==> src/rtl/rgb_pwm_pkg.sv <==
// rgb_pwm_pkg: mode encoding, parameter limits and range helper for rgb_pwm_ctrl
package rgb_pwm_pkg;
  typedef enum logic [1:0] {OFF = 2'b00, SOLID = 2'b01, BLINK = 2'b10, BREATHE = 2'b11} mode_t;
  localparam int NCH_MIN = 1, NCH_MAX = 8;
  localparam int PWM_W_MIN = 4, PWM_W_MAX = 12;
  localparam int PRE_W_MIN = 1, PRE_W_MAX = 16;
  localparam int BLINK_W_MIN = 1, BLINK_W_MAX = 16;
  function automatic bit in_range(input int v, input int lo, input int hi);
    return v >= lo && v <= hi;
  endfunction
endpackage

==> src/rtl/rgb_pwm_chan.sv <==
// rgb_pwm_chan: per-channel staging/active config, level select and PWM compare (breathe path with RGB_PWM_BREATHE_EN)
module rgb_pwm_chan
  import rgb_pwm_pkg::*;
#(
  parameter int PWM_W = 8
) (
  input  logic             clk,
  input  logic             rst,
  input  logic             i_halt,
  input  logic             i_wr,
  input  logic [PWM_W-1:0] i_duty,
  input  logic [1:0]       i_mode,
  input  logic             i_period_start,
  input  logic [PWM_W-1:0] i_pwm_cnt,
  input  logic             i_blink,
`ifdef RGB_PWM_BREATHE_EN
  input  logic [PWM_W-1:0] i_env,
`endif
  output logic             o_pwm
);
  mode_t            r_stg_mode, r_act_mode;
  logic [PWM_W-1:0] r_stg_duty, r_act_duty, w_level;
`ifdef RGB_PWM_BREATHE_EN
  logic [2*PWM_W-1:0] w_prod;
  assign w_prod = {{PWM_W{1'b0}}, r_act_duty} * {{PWM_W{1'b0}}, i_env};
`endif
  assign w_level = (r_act_mode == OFF || (r_act_mode == BLINK && !i_blink)) ? '0
`ifdef RGB_PWM_BREATHE_EN
                 : (r_act_mode == BREATHE) ? w_prod[2*PWM_W-1:PWM_W]
`endif
                 : r_act_duty;
  // i_period_start is already gated by halt, so active config cannot change while frozen
  always_ff @(posedge clk) begin
    if (rst) begin
      r_stg_mode <= OFF;
      r_act_mode <= OFF;
      r_stg_duty <= '0;
      r_act_duty <= '0;
      o_pwm      <= 1'b0;
    end else begin
      if (i_wr) begin
        r_stg_mode <= mode_t'(i_mode);
        r_stg_duty <= i_duty;
      end
      if (i_period_start) begin
        r_act_mode <= r_stg_mode;
        r_act_duty <= r_stg_duty;
      end
      if (!i_halt) o_pwm <= w_level > i_pwm_cnt;
    end
  end
endmodule

==> src/rtl/rgb_pwm_ctrl.sv <==
// rgb_pwm_ctrl: multi-channel LED PWM controller, solid/blink always, breathe only with RGB_PWM_BREATHE_EN
module rgb_pwm_ctrl
  import rgb_pwm_pkg::*;
#(
  parameter int NCH     = 3,
  parameter int PWM_W   = 8,
  parameter int PRE_W   = 4,
  parameter int BLINK_W = 6
) (
  input  logic             clk,
  input  logic             rst,
  input  logic             halt,
  input  logic             wr_en,
  input  logic [2:0]       wr_ch,
  input  logic [PWM_W-1:0] wr_duty,
  input  logic [1:0]       wr_mode,
  output logic [NCH-1:0]   pwm,
  output logic             period_strobe
);
  if (!(in_range(NCH, NCH_MIN, NCH_MAX) && in_range(PWM_W, PWM_W_MIN, PWM_W_MAX) &&
        in_range(PRE_W, PRE_W_MIN, PRE_W_MAX) && in_range(BLINK_W, BLINK_W_MIN, BLINK_W_MAX))) begin : g_bad_param
    $error("rgb_pwm_ctrl: parameter out of range");
  end
  logic [PRE_W-1:0]   r_pre_cnt;
  logic [PWM_W-1:0]   r_pwm_cnt;
  logic [BLINK_W-1:0] r_blink_cnt;
  logic               w_tick, w_period_start;
  assign w_tick         = !halt && &r_pre_cnt;
  assign w_period_start = w_tick && &r_pwm_cnt;
  always_ff @(posedge clk) begin
    if (rst) begin
      r_pre_cnt     <= '0;
      r_pwm_cnt     <= '0;
      r_blink_cnt   <= '0;
      period_strobe <= 1'b0;
    end else begin
      if (!halt) r_pre_cnt <= r_pre_cnt + 1'b1;
      if (w_tick) r_pwm_cnt <= r_pwm_cnt + 1'b1;
      if (w_period_start) r_blink_cnt <= r_blink_cnt + 1'b1;
      period_strobe <= w_period_start;
    end
  end
`ifdef RGB_PWM_BREATHE_EN
  logic [PWM_W-1:0] r_env, w_env_nxt;
  logic             r_dir;
  assign w_env_nxt = r_dir ? r_env - 1'b1 : r_env + 1'b1;
  // direction flips on the step that lands on an end point, so the peak is never repeated
  always_ff @(posedge clk) begin
    if (rst) begin
      r_env <= '0;
      r_dir <= 1'b0;
    end else if (w_period_start) begin
      r_env <= w_env_nxt;
      r_dir <= r_dir ? (w_env_nxt != '0) : (&w_env_nxt);
    end
  end
`endif
  for (genvar i = 0; i < NCH; i++) begin : g_ch
    rgb_pwm_chan #(.PWM_W(PWM_W)) u_chan (
      .clk            (clk),
      .rst            (rst),
      .i_halt         (halt),
      .i_wr           (wr_en && wr_ch == 3'(i)),
      .i_duty         (wr_duty),
      .i_mode         (wr_mode),
      .i_period_start (w_period_start),
      .i_pwm_cnt      (r_pwm_cnt),
      .i_blink        (r_blink_cnt[BLINK_W-1]),
`ifdef RGB_PWM_BREATHE_EN
      .i_env          (r_env),
`endif
      .o_pwm          (pwm[i])
    );
  end
endmodule

==> config.mk <==
export PLATFORM = sky130hd
export DESIGN_NAME = rgb_pwm_ctrl
export DESIGN_NICKNAME = d
export VERILOG_FILES = /design/src/rtl/rgb_pwm_pkg.sv /design/src/rtl/rgb_pwm_chan.sv /design/src/rtl/rgb_pwm_ctrl.sv
export SDC_FILE = /design/constraint.sdc
export NUM_CORES = 1
export LEC_CHECK = 0
export ABC_AREA = 1
export BUFFER_PORTS_ARGS = -buffer_cell sky130_fd_sc_hd__buf_2
export CAP_MARGIN = 20
export CELL_PAD_IN_SITES_DETAIL_PLACEMENT = 1
export CELL_PAD_IN_SITES_GLOBAL_PLACEMENT = 1
export CORE_MARGIN = 3
export CORE_UTILIZATION = 40
export CTS_BUF_LIST = sky130_fd_sc_hd__clkbuf_16
export CTS_CLUSTER_DIAMETER = 30
export DETAILED_ROUTE_END_ITERATION = 12
export HOLD_SLACK_MARGIN = 0.12
export PLACE_DENSITY_LB_ADDON = 0.05
export SYNTH_ARGS = -nofsm -noshare
export SYNTH_HDL_FRONTEND = slang
export SYNTH_SLANG_ARGS = --single-unit
export TNS_END_PERCENT = 5
==> constraint.sdc <==
create_clock -name clk -period 1.54 [get_ports clk]
set_input_delay 0.154 -clock clk [delete_from_list [all_inputs] [get_ports clk]]
set_output_delay 0.154 -clock clk [all_outputs]
set_load 0.05 [all_outputs]
# [Yosys cells after proc, flatten, opt, wreduce, memory -nomap -nowiden]
# Index checks and enable logic that the tools add are counted.
[word_totals] word_cells=52 ff_bits=82 in_bits=17 output_inout_bits=4
[classes] eq_ne=5 addsub=3 n_mux=3 n_reduce_logical=19 order_cmp=3
[ops] cell="$gt A8 B8 Y1" n=3
[ops] cell="$mux W8" n=3
[ops] cell="$add A8 B1 Y8 const B" n=1
[ops] cell="$logic_and A1 B1 Y1" n=8
[ops] cell="$reduce_and A8 Y1" n=1
[ops] cell="$add A6 B1 Y6 const B" n=1
[ops] cell="$eq A2 B2 Y1 const B" n=3
[ops] cell="$logic_not A2 Y1" n=3
[ops] cell="$add A4 B1 Y4 const B" n=1
[ops] cell="$reduce_and A4 Y1" n=1
[ops] cell="$eq A3 B1 Y1 const B" n=1
[ops] cell="$eq A3 B2 Y1 const B" n=1
[ops] cell="$logic_not A3 Y1" n=1
[ops] cell="$logic_or A1 B1 Y1" n=3
[ops] cell="$logic_not A1 Y1" n=2

# [Longest topological paths before layout]
[logic_depth] word_depth=5 depth_mapped=12 ltp_nobuf=12

# [By module]
# From an unflattened synthesis, not the netlist that was laid out.
[unflattened] cells_unflattened=547 hier_area_um2=4040.1
[modules_own_cells] module="rgb_pwm_chan" cells_per_inst=137 instances=3 area_per_inst_um2=1023.5 seq_area_each_um2=420.4
[modules_own_cells] module="rgb_pwm_ctrl" cells_per_inst=136 instances=1 area_per_inst_um2=969.7 seq_area_each_um2=380.4

# [Worst setup path after synthesis]
# No wires, ideal clock.
[synth_path] kind="register -> register" from="reg r_blink_cnt[5]" to="reg g_ch[1].u_chan.o_pwm" required_time_ns=1.419 arrival_ns=1.475 synth_period_minus_slack_ns=1.596 setup_ns=0.121 setup_slack_ns=-0.056 n_path_buf=0 stages_incl_launch_ff=10 path_cell_list="dfxtp_1 a21oi_1 nor2_1 ha_1 a21oi_1 nor2_1 nor2_1 nand2_1 nand2_1 a21oi_1"
[synth_between] elab_chain_cells=5
[synth_lines] element="start, declared" line="rgb_pwm_ctrl.sv:26" source="logic [BLINK_W-1:0] r_blink_cnt;"
[synth_lines] element="start signal, assigned" line="rgb_pwm_ctrl.sv:39" source="if (w_period_start) r_blink_cnt <= r_blink_cnt + 1'b1;"
[synth_lines] element="$logic_not A1 Y1" line="rgb_pwm_chan.sv:27" source="assign w_level = (r_act_mode == OFF || (r_act_mode == BLINK && !i_blink)) ? '0"
[synth_lines] element="$logic_and A1 B1 Y1" line="rgb_pwm_chan.sv:27"
[synth_lines] element="$logic_or A1 B1 Y1" line="rgb_pwm_chan.sv:27"
[synth_lines] element="$mux W8" line="rgb_pwm_chan.sv:27"
[synth_lines] element="$gt A8 B8 Y1" line="rgb_pwm_chan.sv:49" source="if (!i_halt) o_pwm <= w_level > i_pwm_cnt;"
[synth_lines] element="end signal, assigned" line="rgb_pwm_chan.sv:49"
[synth_lines] element="end, declared" line="rgb_pwm_chan.sv:19" source="output logic o_pwm"
# Every way passes these cells.
# A chain may end at the register's enable or synchronous reset.

# [Worst setup path after layout]
# Ends and elaborated chain as after synthesis.

==> qor.yml <==
worst_setup_path:
  critPathMostFrequentCell: "nand2_1"
  critPathKind: "register to register"
  reg2reg_depth: 11
  critPathCaptureType: "register"
  crit_fanout: 8
  reg2reg_slack_ns: -0.07
  critPathLaunchType: "register"
  path_cells: "a21oi_4 -> nor2_1 -> ha_1 -> nand2_1 -> nand2_1 -> nand2_1 -> nand2_1 -> nand2_1 -> nand2_1 -> nand2_1 -> a21oi_2"
  cp_slowest_stage_delay_ns: 0.38
  r2r-start: "r_blink_cnt[5]"
  worst_path_max_delay_cell: "dfxtp_4"
  arrival_ns: 1.83
  reg2reg_to: "g_ch[1].u_chan.o_pwm"
  critPathRequiredTime_ns: 1.76
pwr:
  p_total_mw: 4.52
  swShare: 0.230
  ir_drop_uv: 471
  pwr-share-clk: 0.476
  p_sw_mw: 1.04
  intPower_mw: 3.48
  p_per_area_nw_per_um2: 998
  leakagePower_nw: 1.82
  power_frac_seq: 0.480
  pwr-share-comb: 0.043
clocking:
  clock_latency_ns: 0.33
  cts_tree: "yes"
  cts_made_buffers: 9
  post_cts_buffers: 0
  clockBufferDepth: 2
  cts-htree-levels: 3
  path_clk_slew_ns: 0.06
  root_buffer: "clkbuf_16"
  cts.sink_count: 82
worst_hold_path:
  hp-class: "input port to register"
  min_delay_path_depth: 3
  hold_end: "g_ch[1].u_chan.r_stg_duty[4]"
  hp-start: "wr_duty[4]"
detailed_routing:
  wirelength_um: 9600
  vias_per_cell: 4.84
  vias: 3280
  ant_nets: 0
  drt_iter0_markers: 128
  drtPass1Iterations: 4
  post-route-drc-count: 0
  wl_per_cell_um: 14.2
die:
  dieArea_um2: 10700
  ioPinCount: 21
  core-area_um2: 9240
  start_util: 0.413
  rows: 35
  die_w_um: 104
  die_y_um: 104
synthesis:
  synthAdderAreaFrac: 0.0886
  synth-simple-area-share: 0.193
  seq_area_frac_synth: 0.430
  ys_seq_elements: 82
  synth_nets: 560
  syn_area_per_cell_um2: 7.39
  ys_warn_count: 0
  synth_top_family_by_area: "simple AND/OR/NAND/NOR gates"
  synth_area_um2: 3810
  synth_cells: 516
  synth-xor-area-share: 0.00919
  synth_compound_area_frac: 0.178
  synthMuxAreaShare: 0
  ys_types: 30
placement:
  dp_slack_ns: -0.172
  io_buffers: 20
  dp.cells: 659
  post-dp-hpwl_um: 7120
  gp_congestion: 0.785
finish:
  drive_above_1_share: 0.148
  n_antenna_cell: 0
  stdcell_count: 677
  area_growth_pct: 18.8
  layout.nets: 587
outcome:
  failed_checks: "setup timing"
  status: "finished with violations"
global_route:
  grt_max_degree: 52
  grt_overflow: 0
  grt_use_total: 0.190
  antenna_found_initial: 0
  grt_pass1_vias: 3380
  grt_pass1_wl_um: 16700
sta:
  skew_ns: 0.00614
  setup_slack_ns: -0.0706
  setup_viol: 3
  final.min_clock_period_ns: 1.61
  max_freq_mhz: 621
  slew_headroom: 0.711
  rsz0062_at_grt: "yes"
  drv_slew: 0
  hold_violations: 0
  period_share: 1.05
  worst_pin_slew_ns: 0.433
  timing.setup.tns_ns: -0.131
run:
  drv_cap: 0
[worst max-delay path: cells and delay by family (launching register included)]
| kind | cells | cell delay [ns] |
|---|---|---|
| AOI/OAI and AO/OA | 2 | 0.31 |
| and+or+nand+nor | 8 | 0.50 |
| DFF | 1 | 0.38 |
| adders and majority gates | 1 | 0.30 |
[power by group through the flow]
stage / Combinational, mW / Sequential [mW] / Clock (mW)
6_report: 0.195 / 2.17 / 2.15
5_1_grt: 0.222 / 2.18 / 2.30
4_1_cts: 0.196 / 2.17 / 2.20
3_5_place_dp: 0.187 / 2.22 / 0
3_3_place_gp: 0.182 / 2.22 / 0
2_1_floorplan: 0.110 / 2.21 / 0
[sequential cells by signal, indices dropped and copies added, names as in the netlist]
| name | flops |
|---|---|
| g_ch.u_chan.r_stg_duty | 24 |
| g_ch.u_chan.r_act_duty | 24 |
| r_blink_cnt | 6 |
| g_ch.u_chan.r_stg_mode | 6 |
| g_ch.u_chan.o_pwm | 3 |
| r_pwm_cnt | 8 |
| r_pre_cnt | 4 |
| period_strobe | 1 |
| g_ch.u_chan.r_act_mode | 6 |
[metal layers]
layer	GRT usage	part of all wire	wire [um]
met5	0	0	0
met4	0.0627	0.012	118
met3	0.0336	0.020	196
met2	0.321	0.46	4460
met1	0.246	0.50	4820
[how the worst max path moves through the flow]
stage / start / end / cells after the start
4_1_cts: r_blink_cnt[5] / g_ch[1].u_chan.o_pwm / 11
6_report: r_blink_cnt[5] / g_ch[1].u_chan.o_pwm / 11
3_5_place_dp: r_blink_cnt[5] / g_ch[0].u_chan.o_pwm / 9
3_3_place_gp: r_blink_cnt[5] / g_ch[0].u_chan.o_pwm / 9
2_1_floorplan: r_blink_cnt[5] / g_ch[0].u_chan.o_pwm / 8
5_1_grt: r_blink_cnt[5] / g_ch[1].u_chan.o_pwm / 11
[cell families (layout without fill, tap and decap cells)]
kind of cell,count (synthesis),in the layout
buf+inv,91,123
compound gates,134,134
xor+xnor,4,4
simple gates,178,178
fa+ha+maj,27,27
flops,82,82
[per-stage QoR]
stage,cell area (um2),hold slack (ns),util
floorplan,3820,0.321,-
global placement,4120,0.434,0.446
detailed placement,4120,0.437,0.446
CTS,4480,0.128,0.485
global route,4530,0.163,0.490
finish,4530,0.131,0.490
[synth_stat cells]
cell	n	area (um2)
nor2_1	86	323
dfxtp_1	82	1640
nand2_1	69	259
a21oi_1	68	340
inv_1	62	233
o21ai_0	55	275
ha_1	27	338
clkbuf_1	9	33.8
nand3_1	9	45.0
o21ai_1	8	40.0
buf_2	5	25.0
buf_4	4	30.0
a21o_1	3	22.5
nor3_1	3	15.0
or2_2	3	18.8
xor2_1	3	26.3
buf_1	2	7.51
buf_6	2	22.5
clkinv_1	2	7.51
inv_2	2	7.51
nand3_2	2	20.0
nand4_1	2	12.5
and3_1	1	6.26
clkbuf_2	1	5.00
clkinv_2	1	5.00
clkinv_4	1	8.76
nand3b_1	1	7.51
nand4_4	1	21.3
nor3b_1	1	7.51
xnor2_1	1	8.76
[cell type report]
cell class | instances | area, um2
clock buffers | 9 | 225
clock inverters | 7 | 70.1
fillers | 1144 | 4710
inverters | 68 | 264
multi-input cells | 343 | 1870
flip-flops and latches | 82 | 1650
well taps | 129 | 161
repair buffers | 39 | 290
[cells in the final DEF (no fill, tap or decap), drive strengths merged, types with 3 or more instances in the layout]
master and count:
dlygate4sd3 4, a21o 3, dfxtp 82, o21ai 63, inv 66, nand4 3, or2 3, clkbuf 9
nor2 86, nand3 11, a21oi 68, clkinvlp 3, buf 35, nand2 69, nor3 3, xor2 3
clkinv 5, ha 27
[repair_timing]
action	4_1_cts	5_1_grt
pin swaps	4	2
endpoints found under the hold margin	6	0
hold buffers	4	0
setup endpoints to repair	6	42
gates resized for setup	13	20
No activity file was read; power rests on OpenSTA's default activity.
